## src/rtl/adc_tap_cal_ctrl.sv

```systemverilog
// rtl/adc_tap_cal_ctrl.sv - per-lane input-delay tap sweep and eye-centre calibration
// Sweeps every tap on each lane, finds the longest passing tap window and loads its centre.
module adc_tap_cal_ctrl #(
  parameter int DATA_WIDTH = 10,
  parameter int TAP_BITS   = 5,
  parameter int SETTLE_CYC = 16,
  parameter int SAMPLE_CYC = 64,
  localparam int LANE_W    = (DATA_WIDTH > 1) ? $clog2(DATA_WIDTH) : 1
) (
  input  logic                  clk,
  input  logic                  rst_n,
  input  logic                  start,
  input  logic                  abort,
  input  logic [DATA_WIDTH-1:0] din,
  output logic [LANE_W-1:0]     dly_lane,
  output logic [TAP_BITS-1:0]   dly_tap,
  output logic                  dly_load,
  output logic                  busy,
  output logic                  done,
  output logic [DATA_WIDTH-1:0] lane_err
);

  localparam int CNT_MAX = (SETTLE_CYC > SAMPLE_CYC) ? SETTLE_CYC : SAMPLE_CYC;
  localparam int CNT_W   = $clog2(CNT_MAX + 1);
  localparam int LEN_W   = TAP_BITS + 1;

  localparam logic [TAP_BITS-1:0] TAP_LAST    = '1;
  localparam logic [LANE_W-1:0]   LANE_LAST   = LANE_W'(DATA_WIDTH - 1);
  localparam logic [CNT_W-1:0]    SETTLE_LAST = CNT_W'(SETTLE_CYC - 1);
  localparam logic [CNT_W-1:0]    SAMPLE_LAST = CNT_W'(SAMPLE_CYC - 1);

  typedef enum logic [2:0] {
    S_IDLE, S_LOAD, S_SETTLE, S_SAMPLE, S_EVAL, S_APPLY, S_DONE
  } state_t;

  state_t                state_q, state_d;
  logic [LANE_W-1:0]     lane_q, lane_d;
  logic [TAP_BITS-1:0]   tap_q, tap_d;
  logic [CNT_W-1:0]      cnt_q, cnt_d;
  logic                  fail_q, fail_d;
  logic [LEN_W-1:0]      cur_len_q, cur_len_d;
  logic [TAP_BITS-1:0]   cur_start_q, cur_start_d;
  logic [LEN_W-1:0]      best_len_q, best_len_d;
  logic [TAP_BITS-1:0]   best_start_q, best_start_d;
  logic [DATA_WIDTH-1:0] prev_q, prev_d;
  logic [DATA_WIDTH-1:0] lane_err_q, lane_err_d;

  logic [LEN_W-1:0]      pass_len;
  logic [TAP_BITS-1:0]   run_start;
  logic [LEN_W-1:0]      half_len;
  logic [TAP_BITS-1:0]   apply_tap;
  logic                  lane_stuck;

  always_ff @(posedge clk or negedge rst_n) begin
    if (!rst_n) begin
      state_q      <= S_IDLE;
      lane_q       <= '0;
      tap_q        <= '0;
      cnt_q        <= '0;
      fail_q       <= 1'b0;
      cur_len_q    <= '0;
      cur_start_q  <= '0;
      best_len_q   <= '0;
      best_start_q <= '0;
      prev_q       <= '0;
      lane_err_q   <= '0;
    end else begin
      state_q      <= state_d;
      lane_q       <= lane_d;
      tap_q        <= tap_d;
      cnt_q        <= cnt_d;
      fail_q       <= fail_d;
      cur_len_q    <= cur_len_d;
      cur_start_q  <= cur_start_d;
      best_len_q   <= best_len_d;
      best_start_q <= best_start_d;
      prev_q       <= prev_d;
      lane_err_q   <= lane_err_d;
    end
  end

  // A run that begins on this tap starts here; otherwise it extends the current run.
  always_comb begin
    pass_len   = cur_len_q + LEN_W'(1);
    run_start  = (cur_len_q == '0) ? tap_q : cur_start_q;
    half_len   = (best_len_q - LEN_W'(1)) >> 1;
    apply_tap  = (best_len_q != '0) ? (best_start_q + half_len[TAP_BITS-1:0]) : '0;
    lane_stuck = (din[lane_q] == prev_q[lane_q]);
  end

  always_comb begin
    state_d      = state_q;
    lane_d       = lane_q;
    tap_d        = tap_q;
    cnt_d        = cnt_q;
    fail_d       = fail_q;
    cur_len_d    = cur_len_q;
    cur_start_d  = cur_start_q;
    best_len_d   = best_len_q;
    best_start_d = best_start_q;
    prev_d       = din;
    lane_err_d   = lane_err_q;
    dly_load     = 1'b0;
    dly_lane     = '0;
    dly_tap      = '0;

    if (abort) begin
      state_d = S_IDLE;
    end else begin
      case (state_q)
        S_IDLE, S_DONE: begin
          if (start) begin
            state_d      = S_LOAD;
            lane_d       = '0;
            tap_d        = '0;
            cur_len_d    = '0;
            cur_start_d  = '0;
            best_len_d   = '0;
            best_start_d = '0;
            lane_err_d   = '0;
          end
        end
        S_LOAD: begin
          dly_load = 1'b1;
          dly_lane = lane_q;
          dly_tap  = tap_q;
          cnt_d    = '0;
          fail_d   = 1'b0;
          state_d  = S_SETTLE;
        end
        S_SETTLE: begin
          if (cnt_q == SETTLE_LAST) begin
            cnt_d   = '0;
            state_d = S_SAMPLE;
          end else begin
            cnt_d = cnt_q + CNT_W'(1);
          end
        end
        S_SAMPLE: begin
          if (lane_stuck) fail_d = 1'b1;
          if (cnt_q == SAMPLE_LAST) begin
            state_d = S_EVAL;
          end else begin
            cnt_d = cnt_q + CNT_W'(1);
          end
        end
        S_EVAL: begin
          if (!fail_q) begin
            cur_len_d   = pass_len;
            cur_start_d = run_start;
            // Strict compare keeps the earliest window on equal lengths.
            if (pass_len > best_len_q) begin
              best_len_d   = pass_len;
              best_start_d = run_start;
            end
          end else begin
            cur_len_d = '0;
          end
          if (tap_q == TAP_LAST) begin
            state_d = S_APPLY;
          end else begin
            tap_d   = tap_q + TAP_BITS'(1);
            state_d = S_LOAD;
          end
        end
        S_APPLY: begin
          dly_load = 1'b1;
          dly_lane = lane_q;
          dly_tap  = apply_tap;
          if (best_len_q == '0) lane_err_d[lane_q] = 1'b1;
          if (lane_q == LANE_LAST) begin
            state_d = S_DONE;
          end else begin
            lane_d       = lane_q + LANE_W'(1);
            tap_d        = '0;
            cur_len_d    = '0;
            cur_start_d  = '0;
            best_len_d   = '0;
            best_start_d = '0;
            state_d      = S_LOAD;
          end
        end
        default: state_d = S_IDLE;
      endcase
    end
  end

  assign busy     = (state_q != S_IDLE) && (state_q != S_DONE);
  assign done     = (state_q == S_DONE);
  assign lane_err = lane_err_q;

endmodule

```

## config.mk

```make
export PLATFORM = sky130hd
export DESIGN_NAME = adc_tap_cal_ctrl
export DESIGN_NICKNAME = d
export VERILOG_FILES = /design/src/rtl/adc_tap_cal_ctrl.sv
export SDC_FILE = /design/constraint.sdc
export NUM_CORES = 1
export LEC_CHECK = 0
export BUFFER_PORTS_ARGS = -buffer_cell sky130_fd_sc_hd__buf_2
export CELL_PAD_IN_SITES_DETAIL_PLACEMENT = 1
export CELL_PAD_IN_SITES_GLOBAL_PLACEMENT = 1
export CORE_UTILIZATION = 48
export CTS_CLUSTER_SIZE = 14
export DETAILED_ROUTE_END_ITERATION = 10
export PLACE_DENSITY = 0.89
export SYNTH_ARGS = -nofsm -noshare
export SYNTH_HDL_FRONTEND = slang
export SYNTH_SLANG_ARGS = --single-unit
```

## constraint.sdc

```tcl
create_clock -name clk -period 5.87 [get_ports clk]
set_clock_uncertainty 0.2 [all_clocks]
set_input_delay 0.8805 -clock clk [delete_from_list [all_inputs] [get_ports clk]]
set_output_delay 0.8805 -clock clk [all_outputs]
set_load 0.01 [all_outputs]
```

== Word level (Yosys, flattened, before mapping) ==
Cells that the tools add are included.
Widths: inputs -> output; s select.

* Bits in latches: 0
* Bits in registers: 62
* ROM bits: 0
* Memories: 0
* Output and inout bits: 22
* Memory bits (writable): 0
* Input port bits: 14
* Word-level logic and storage cells: 115

* Bitwise gates (word level): 2
* $add $sub $neg: 6
* Magnitude comparators: 3
* Muxes and demuxes: 48
* Shift operators: 0
* Equality and inequality tests: 23
* Divide/modulo/power cells: 0
* Reduce and logical (&&, ||, !) cells: 22
* Multiply operators: 0

{| class="wikitable"
|+ Operator list
! kind !! number
|-
| $mux 5 || 9
|-
| $pmux 5 s3 || 3
|-
| $pmux 6 s3 || 2
|-
| $mux 6 || 5
|-
| $pmux 7 s3 || 1
|-
| $mux 10 || 2
|-
| $pmux 10 s2 || 1
|-
| $mux 3 || 6
|-
| $pmux 3 s6 || 1
|-
| $mux 4 || 4
|-
| $ne 2x2->1 const B || 8
|-
| $mux 7 || 2
|-
| $logic_not 6->1 || 2
|-
| $ne 3x3->1 const B || 4
|-
| $reduce_and 4->1 || 3
|-
| $or 10x10->10 || 1
|-
| $pmux 5 s2 || 1
|-
| $reduce_and 5->1 || 2
|-
| $eq 3x3->1 const B || 3
|-
| $reduce_and 3->1 || 3
|-
| $reduce_bool 3->1 || 3
|-
| $bmux 1 s4 || 2
|-
| $pmux 4 s2 || 1
|-
| $add 7x1->7 const B || 1
|-
| 25 further kinds || 34
|}

== Logic depth before layout (Yosys ltp) ==
Gate-level depths: netlist of the first run.

* Word-level depth: 7
* Mapped depth: 11
* Depth with buffers taken out: 11

== Worst setup path after synthesis of the first run ==
OpenSTA, ideal clock, no wires.

* Path type: register -> output
* Start point: register best_len_q[0]
* End point: output dly_tap[4]
* Data arrival time: 1,962 ps
* Buffers on the path: 0
* Cell stages (with the launch flop): 12
* Required time: 4,790 ps
* Path slack: 2,827 ps
* Cell sequence: dfrtp_1 -> inv_1 -> ha_1 -> inv_1 -> ha_1 -> inv_1 -> fa_1 -> inv_1 -> a21o_1 -> a21oi_1 -> xnor2_1 -> o21ai_0

* Word-level cells in the longest chain between the ends: 5
* Elaborated cells on any way between the ends: 6
* Those cells by class: 2 x add/sub; 3 x mux; 1 x reduce/logical

{| class="wikitable"
|+ RTL lines
! what !! line !! text
|-
| start: declaration || 43 || <nowiki>logic [LEN_W-1:0] best_len_q, best_len_d;</nowiki>
|-
| start signal: assignment || 75 || <nowiki>best_len_q <= best_len_d;</nowiki>
|-
| $sub 6x1->6 || 86 || <nowiki>half_len = (best_len_q - LEN_W'(1)) >> 1;</nowiki>
|-
| $add 5x5->5 || 87 || <nowiki>apply_tap = (best_len_q != '0) ? (best_start_q + half_len[TAP_BITS-1:0]) : '0;</nowiki>
|-
| $mux 5 (*) || 87 ||
|-
| $pmux 5 s2 (*) || 110 || <nowiki>case (state_q)</nowiki>
|-
| $mux 5 (*) || 107 || <nowiki>if (abort) begin</nowiki>
|-
| end: declaration || 16 || <nowiki>output logic [TAP_BITS-1:0] dly_tap,</nowiki>
|}

Every way passes the cells marked *; elsewhere a longest branch is shown, timed or not.

== Worst setup path after layout of the first run ==
* Start point: register best_len_q[1]
* End point: output dly_tap[4]

The elaborated chain is that of the path after synthesis.

==> qor.txt, run 1 <==
CTS hold repair buffers = 0
Hold Path Cell Cnt = 1
Sequential-to-total area share from yosys stat = 41.13%
Total Nets Final = 449
Reg2reg start = cur_len_q[0]$_DFFE_PN0P_
H-Tree Depth = 3
Netlist cell types = 58
Worst-Margin Slew = 1.026 ns
WL/cell = 19.82 um
# rows = 31
Peak VDD IR = 0.1291 mV
DR vias/cell = 5.969
Final number of setup-violating endpoints = 0
CP max FO = 4
Number of max-cap violations = 0
First-pass GRT wire length = 17,160 um
Final Power = 0.9840 mW
Power Density = 233.0 nW/um2
Post-CTS setup buffers = 0
Net count after synthesis = 417
Synth Cell Area = 3772 um2
Status = completed
Most used flip-flop cell after synthesis = dfrtp_1
Hold path startpoint = lane_err[1]$_DFFE_PN0P_
Pleak = 2.007 nW
WP data arrival = 2.53 ns
Gp weighted congestion = 0.8147
Die W = 90.65 um
Crit. End Element = output pin
CP Launch Type = flip-flop
Post-layout min period = 3.613 ns
CP max-delay cell = dfrtp_1
Setup TNS = 0 ns
CTS Sinks = 62
Gr usage total = 27.05%
Post-CTS resize count = 0
Kind of critical path = reg -> out
Final HPWL DP = 7433 um
Warnings from Yosys = 0
Drt total wl = 10,250 um
Initial antenna violation count = 0
Synth Instances = 381
Final Cell Area = 4224 um2
Final Hold Viols = 0
Crit path top cell by count = inv_1
Req. time, crit path = 4.79 ns
Slew Limit Headroom = 31.33%
Area added between synthesis and finish = 11.97%
Delay of the slowest critical-path stage = 0.41 ns
Core Region = 7408 um2
Cts bufs inserted = 9
Initial Util = 50.92%
Post-route ant nets = 0
Vert. Die Dim = 90.65 um
Skew-Pair Late Insertion Delay = 0.34 ns
DP Area = 4009 um2
Largest net degree at the start of global routing = 63
Most frequent cells in the layout = dfrtp_1 (62), nand2_1 (39), buf_2 (35), inv_1 (25)
Top delay family on crit path = adder cells
Initial DRC count = 108
R2R cell count = 8
Vias = 3,086
CTS tree = yes
RSZ-0062 raised after global routing = false
Worst Hold Path EP = lane_err[1]$_DFFE_PN0P_
Total iterations of the first detailed-routing run = 4
I/O pins = 36
Port Buffer Count = 35
Critical R2R Capture = best_start_q[4]$_DFFE_PN0P_
Die Area = 8217 um2
#FFs+latches synth = 62
R2R setup slack = 2.65 ns
Diodes inserted = 0
Global route total overflow = 0
CTS clk-pin slew, worst paths = 0.08 ns
Clock buffer depth = 2
Layout cells sized above 1 = 18.66%
Crit path cell chain = inv_1, ha_1, inv_1, ha_1, inv_1, fa_1, inv_1, a21o_1, a21oi_1, xnor2_1, o21ai_0, buf_2
Worst Path Buf+Inv = 5
Average size of a mapped cell = 9.901 um2
Worst hold path type = reg -> reg
Most common cell after layout, fill and taps aside = dfrtp_1
Post-synth EDFFs = 0
Max-slew violations = 0
Number of global-route vias before repair = 3,320
Remaining DRCs = 0
Clock root cell = clkbuf_8
Fmax = 276.8 MHz
Period utilisation layout = 61.54%
Final hold slack = 0.2980 ns
Ys async rst share = 100.0%
[synthesized netlist by cell type, drive strengths merged (11+ instances only)]
cell   instances  area share [%]
nand2         40             4.0
inv           26             2.7
mux2i         16             4.2
o21ai         12             1.6
mux2          16             4.9
nor2b         11             1.8
nor2          21             2.1
ha            21             7.0
a21oi         15             2.1
dfrtp         62              41
xnor2         12             2.8
nand3         15             2.0
[flip-flops by register name, indices dropped and copies added (netlist names), 4 cells and up]
register	count
best_len_q	6
best_start_q	5
cnt_q	7
cur_len_q	6
cur_start_q	5
lane_err	10
lane_q	4
prev_q	10
tap_q	5
[power breakdown]
| group | leakage, nW | switching [mW] | internal, mW | total [mW] |
|---|---|---|---|---|
| clock network | 0.110 | 0.170 | 0.250 | 0.420 |
| logic | 1.06 | 0.0611 | 0.0381 | 0.0992 |
| registers | 0.838 | 0.0244 | 0.440 | 0.465 |
[routing by layer]
metal	vias up	wire length [um]	global-route usage, %
li1	1418	-	-
met1	1559	4185	32.19
met2	84	5377	47.73
met3	25	414	5.051
met4	0	272	11.16
met5	-	0	0
[stage by stage]
stage | std cells | setup slack [ns] | util (%)
after global placement | 501 | 2.595 | 54.11
after global routing | 517 | 2.105 | 57.02
after detailed placement | 501 | 2.573 | 54.11
after floorplan | 381 | 2.827 | -
after CTS | 517 | 2.213 | 57.02
final | 517 | 2.257 | 57.02
[worst max-delay path by stage]
stage                                         start          to  depth (start not counted)
after floorplan           best_len_q[0]$_DFFE_PN0P_  dly_tap[4]                         11
after global placement                        abort  dly_tap[4]                          7
after detailed placement                      abort  dly_tap[4]                          7
after CTS                 best_len_q[1]$_DFFE_PN0P_  dly_tap[4]                         12
after global routing      best_len_q[1]$_DFFE_PN0P_  dly_tap[4]                         12
final                     best_len_q[1]$_DFFE_PN0P_  dly_tap[4]                         12
[cells by family (layout without fill, tap and decap cells)]
family	Yosys count	after routing	synth area share, %
buffers and inverters	41	78	4.511
and+or+nand+nor	135	135	19.01
xor gates and xnor gates	16	16	3.715
DFF	62	62	41.13
muxes	34	34	10.31
adders and majority gates	23	23	7.794
AOI/OAI and AO/OA	70	70	13.53
[area by class of cell]
type | instances | area (um2)
fill | 844 | 3184
multi-input combinational | 278 | 2051
sequential | 62 | 1551
timing repair buffer | 36 | 182.7
clock buffer | 12 | 145.1
tap | 99 | 123.9
inverter | 26 | 100.1
clock inverter | 4 | 70.07
Power figures use the tool's default switching activity.
==> run 2, diff against run 1 <==
Settings changed: CORE_UTILIZATION 48 to 47, PLACE_DENSITY 0.89 to 0.88.
Clock period 5.87 ns to 3.4 ns, I/O delays scaled along.
==> run 2 against run 1 <==
Clock-buffer cell count fell by 3. Setup slack lost 2.1 ns. Sequential cell count unchanged. Global-route usage fell by 0.59 points. Die area grew 2.1%. Clock power increased by 60%. Critical endpoint unchanged. Highest routed layer unchanged.
==> qor.txt, run 2 (synthesized netlist as in run 1, its figures left out) <==
Status = completed
Vert. Die Dim = 91.59 um (+1.0%)
Final number of setup-violating endpoints = 0 (unchanged)
Initial antenna violation count = 0 (unchanged)
Most frequent cells in the layout = dfrtp_1 (62), nand2_1 (39), buf_2 (35), inv_1 (25), nor2_1 (21)
Most common cell after layout, fill and taps aside = dfrtp_1
DP Area = 4050 um2 (+1.0%)
Area added between synthesis and finish = 13.50%
Worst hold path type = in -> reg
Gr usage total = 26.46% (-0.59 points)
Delay of the slowest critical-path stage = 0.41 ns (about the same)
Pleak = 2.029 nW (+1.1%)
CTS hold repair buffers = 0 (unchanged)
Power Density = 386.0 nW/um2 (+66%)
CTS clk-pin slew, worst paths = 0.08 ns (about the same)
Skew-Pair Late Insertion Delay = 0.36 ns (+0.02 ns)
Port Buffer Count = 35 (unchanged)
Worst-Margin Slew = 0.9999 ns (-0.02574 ns)
Initial DRC count = 146 (+35%)
Peak VDD IR = 0.1829 mV (+42%)
I/O pins = 36 (unchanged)
First-pass GRT wire length = 17,150 um (about the same)
Die W = 91.59 um (+1.0%)
Req. time, crit path = 2.69 ns (-2.10 ns)
Worst Hold Path EP = prev_q[3]$_DFF_PN0_
Place WS = 0.4470 ns (-2.126 ns)
CP max-delay cell = dfrtp_1
Period utilisation layout = 96.36%
Max-slew violations = 0 (unchanged)
Total iterations of the first detailed-routing run = 4 (unchanged)
Hold Path Cell Cnt = 1 (unchanged)
DR vias/cell = 5.839 (-2.2%)
Cts bufs inserted = 9 (unchanged)
Final Cell Area = 4282 um2 (+1.4%)
Kind of critical path = reg -> out
Clock buffer depth = 2 (unchanged)
Final worst setup slack = 0.1238 ns (-2.134 ns)
Post-route ant nets = 0 (unchanged)
Fmax = 305.2 MHz
Die Area = 8389 um2 (+2.1%)
Core Region = 7727 um2 (+4.3%)
Number of global-route vias before repair = 3,421 (+3.0%)
Final Power = 1.653 mW (+68%)
Largest net degree at the start of global routing = 44 (-30%)
Drt total wl = 10,340 um (+0.86%)
CP max FO = 4 (unchanged)
WL/cell = 19.58 um (-1.2%)
Critical R2R Capture = best_len_q[0]$_DFFE_PN0P_
Setup TNS = 0 ns (unchanged)
Slew Limit Headroom = 33.34% (+2.0 points)
CP Launch Type = flip-flop
Initial Util = 48.82% (-2.1 points)
Clock root cell = clkbuf_8
Global route total overflow = 0 (unchanged)
Final Hold Viols = 0 (unchanged)
H-Tree Depth = 3 (unchanged)
Total Nets Final = 457 (+1.8%)
Layout cells sized above 1 = 21.13% (+2.5 points)
Hold path startpoint = din[3]
Remaining DRCs = 0 (unchanged)
Reg2reg start = cur_len_q[0]$_DFFE_PN0P_
Number of max-cap violations = 0 (unchanged)
Vias = 3,083 (-0.097%)
Gp weighted congestion = 0.8370 (+2.7%)
CTS tree = yes
RSZ-0062 raised after global routing = false
Crit. End Element = output pin
R2R cell count = 9 (+1)
CTS Sinks = 62 (unchanged)
WP data arrival = 2.57 ns (+0.04 ns)
Final HPWL DP = 7383 um (-0.67%)
# rows = 32 (+3.2%)
Crit path top cell by count = inv_1
Post-layout min period = 3.276 ns
Crit path cell chain = inv_1, ha_1, inv_1, ha_1, inv_1, fa_1, inv_1, a21o_1, a21oi_1, xnor2_1, o21ai_0, buf_2
R2R setup slack = 0.38 ns (-2.27 ns)
Diodes inserted = 0 (unchanged)
run 2: layout make-up:
class | count | area (um2)
Multi-Input combinational cell | 278 | 2061
Sequential cell | 62 | 1551
Tap cell | 102 | 127.6
Inverter | 26 | 100.1
Clock buffer | 9 | 123.9
Fill cell | 878 | 3446
Timing Repair Buffer | 44 | 242.7
Clock inverter | 7 | 75.07
run 2: metal layers:
layer  GRT usage, %  wire length, um
met1          31.68             4408
met2          45.18             5216
met3          4.941              364
met4          13.49              347
met5              0                0
run 2: power breakdown:
part	switching, mW	internal (mW)
clock network	0.333	0.339
registers	0.0353	0.759
logic	0.115	0.0708
run 2: worst max path at each step:
stage,to,depth (start not counted),start
detailed placement,best_len_q[5]$_DFFE_PN0P_,9,cur_len_q[0]$_DFFE_PN0P_
CTS,dly_tap[4],12,best_len_q[0]$_DFFE_PN0P_
global placement,dly_tap[4],12,best_len_q[0]$_DFFE_PN0P_
finish,dly_tap[4],12,best_len_q[0]$_DFFE_PN0P_
global route,dly_tap[4],11,best_len_q[1]$_DFFE_PN0P_
floorplan,dly_tap[4],11,best_len_q[0]$_DFFE_PN0P_
run 2: metrics by stage:
step           utilization (%)  instances  hold WS [ns]
2_1_floorplan                -        381       0.01441
3_3_place_gp             52.41        509        0.2676
3_5_place_dp             52.41        509        0.2851
4_1_cts                  54.99        525       0.05095
5_1_grt                  55.41        528       0.05583
6_report                 55.41        528       0.06168
run 2: what timing repair did:
item | 4_1_cts | 5_1_grt
gates resized for setup | 0 | 2
setup endpoints to repair | 0 | 1
setup buffers | 0 | 3
run 2: worst max-delay path: cells and delay by family (launching register included):
kind	cells	cell delay [ns]
AO/OA/AOI/OAI	3	0.37
XOR/XNOR	1	0.12
adder cells (fa/ha/maj)	3	0.84
buffers and inverters	5	0.45
flip-flops	1	0.41
==> run 3, diff against run 2 <==
Settings changed: CORE_ASPECT_RATIO from default to 0.9.
==> run 3 against run 2 <==
The run now ends with negative hold slack left. Via count rose by 2.3%. Register-to-register slack got worse by 0.05 ns. Largest power group unchanged. Routed wire length increased by 1.7%. Highest routed layer unchanged. Utilization up 0.82 points. Critical path type unchanged. Sequential cell count unchanged. Die area hardly changed.
==> qor.txt, run 3 (synthesized netlist as in run 1, its figures left out) <==
Status = complete, but fails checks
Failing checks = negative hold slack
Area added between synthesis and finish = 14.13%
Crit. End Element = output pin
Vert. Die Dim = 86.99 um (-5.0%)
Number of global-route vias before repair = 3,390 (-0.91%)
Final hold slack = -0.007049 ns (-0.06873 ns)
Die W = 96.44 um (+5.3%)
Max-slew violations = 0 (unchanged)
Diodes inserted = 0 (unchanged)
Fill cells = 883 (+0.57%)
Cts bufs inserted = 9 (unchanged)
Initial antenna violation count = 0 (unchanged)
Critical R2R Capture = best_len_q[5]$_DFFE_PN0P_
Number of max-cap violations = 0 (unchanged)
Layout cells sized above 1 = 21.60% (+0.47 points)
Met3 GRT Util = 5.323% (+0.38 points)
Power Density = 405.3 nW/um2 (+5.0%)
Placed Cells = 503 (-1.2%)
Delay of the slowest critical-path stage = 0.42 ns (about the same)
Slew Limit Headroom = 41.72% (+8.4 points)
Gp weighted congestion = 0.9127 (+9.0%)
CTS hold repair buffers = 0 (unchanged)
R2R setup slack = 0.33 ns (-0.05 ns)
Remaining DRCs = 0 (unchanged)
Sequential standard cell area = 1553 um2 (about the same)
H-Tree Depth = 3 (unchanged)
Period utilisation layout = 95.92% (-0.44 points)
Vias = 3,155 (+2.3%)
Reg2reg start = cur_len_q[0]$_DFFE_PN0P_
Skew-Pair Late Insertion Delay = 0.36 ns (about the same)
Port Buffer Count = 35 (unchanged)
Multi-input gate area = 2058 um2 (-0.12%)
WP data arrival = 2.55 ns (-0.02 ns)
Peak VDD IR = 0.2536 mV (+39%)
Final Power = 1.745 mW (+5.6%)
WL/cell = 20.14 um (+2.9%)
Crit path cell chain = inv_2, ha_1, inv_1, ha_1, inv_1, fa_1, inv_1, a21o_1, a21oi_1, xnor2_1, o21ai_1, buf_2
DR vias/cell = 6.044 (+3.5%)
I/O pins = 36 (unchanged)
Total iterations of the first detailed-routing run = 4 (unchanged)
Worst Path Buf+Inv = 5 (unchanged)
Total Nets Final = 457 (unchanged)
Post-route ant nets = 0 (unchanged)
Most frequent cells in the layout = dfrtp_1 (61), nand2_1 (39), buf_2 (35), inv_1 (23)
R2R cell count = 9 (unchanged)
Global route total overflow = 0 (unchanged)
Pleak = 2.052 nW (+1.1%)
Layer with the highest usage = met2
Core Region = 7657 um2 (-0.91%)
Final HPWL DP = 7312 um (-0.96%)
Kind of critical path = reg -> out
GR Util met2 = 45.78% (+0.60 points)
Final number of setup-violating endpoints = 0 (unchanged)
CTS tree = yes
Final Hold Viols = 2 (+2)
Gr usage total = 26.98% (+0.51 points)
Worst-Margin Slew = 0.8671 ns (-0.1328 ns)
Post-route insts no fill = 522 (-1.1%)
RSZ-0062 raised after global routing = false
Global routing usage on met1 = 33.30% (+1.6 points)
Post-layout min period = 3.261 ns (-0.01501 ns)
First-pass GRT wire length = 16,960 um (-1.1%)
Worst hold path type = in -> async
Drt total wl = 10,520 um (+1.7%)
CP max FO = 4 (unchanged)
Top delay family on crit path = adder cells
Req. time, crit path = 2.69 ns (about the same)
CTS Sinks = 62 (unchanged)
Fmax = 306.6 MHz (+0.46%)
Clock root cell = clkbuf_8
Setup TNS = 0 ns (unchanged)
Most common cell after layout, fill and taps aside = dfrtp_1
CP Launch Type = flip-flop
Die Area = 8389 um2 (about the same)
CTS clk-pin slew, worst paths = 0.09 ns (about the same)
# rows = 30 (-6.3%)
Crit path top cell by count = inv_1
CP max-delay cell = dfrtp_1
Clock buffer depth = 2 (unchanged)
Initial Util = 49.26% (+0.45 points)
Initial DRC count = 146 (unchanged)
Largest net degree at the start of global routing = 31 (-30%)
## run 3: worst register-to-register path: cells and delay by family (launching register included)
| kind | cells | cell delay [ns] |
|---|---|---|
| and+or+nand+nor | 3 | 0.77 |
| DFF | 1 | 0.45 |
| buffers and inverters | 1 | 0.34 |
| adders and majority gates | 2 | 0.58 |
| xor gates and xnor gates | 1 | 0.29 |
| muxes | 1 | 0.18 |
| AOI/OAI and AO/OA | 1 | 0.19 |
## run 3: routing by layer
layer	wire length, um	share of wire (%)
met1	4540	43
met2	5379	51
met3	365	3.5
met4	230	2.2
met5	0	0
## run 3: layout make-up
type | instances | area share (%)
Multi-Input combinational cell | 278 | 47.81
Sequential cell | 62 | 36.07
Timing Repair Buffer | 44 | 5.638
Clock buffer | 10 | 3.197
Tap cell | 96 | 2.790
Inverter | 26 | 2.325
Clock inverter | 6 | 2.180
## run 3: how the worst max path moves through the flow
stage	cells after the start	endpoint	startpoint
detailed placement	9	best_len_q[4]$_DFFE_PN0P_	cur_len_q[0]$_DFFE_PN0P_
CTS	12	dly_tap[4]	best_len_q[0]$_DFFE_PN0P_
floorplan	11	dly_tap[4]	best_len_q[0]$_DFFE_PN0P_
global route	12	dly_tap[4]	best_len_q[1]$_DFFE_PN0P_
finish	12	dly_tap[4]	best_len_q[1]$_DFFE_PN0P_
global placement	12	dly_tap[4]	best_len_q[0]$_DFFE_PN0P_
## run 3: power by group
part	switching (mW)	internal [mW]	leakage (nW)
logic	0.110	0.0705	1.10
clock network	0.332	0.438	0.113
registers	0.0346	0.759	0.836
total	0.477	1.27	2.05
## run 3: repair_timing
action                     4_1_cts  5_1_grt
gates resized for setup          0        5
setup buffers                    0        3
setup endpoints to repair        0        1
## run 3: through the flow
step / area [um2] / hold WS, ns / worst slack, ns / util (%)
4_1_cts: 4274 / 0.006022 / 0.03037 / 55.82
5_1_grt: 4305 / 0.04244 / 0.01938 / 56.23
2_1_floorplan: 3772 / 0.01441 / 0.7278 / -
3_5_place_dp: 4043 / 0.2763 / 0.3556 / 52.79
3_3_place_gp: 4043 / 0.2713 / 0.5893 / 52.79
6_report: 4305 / -0.007049 / 0.1388 / 56.23
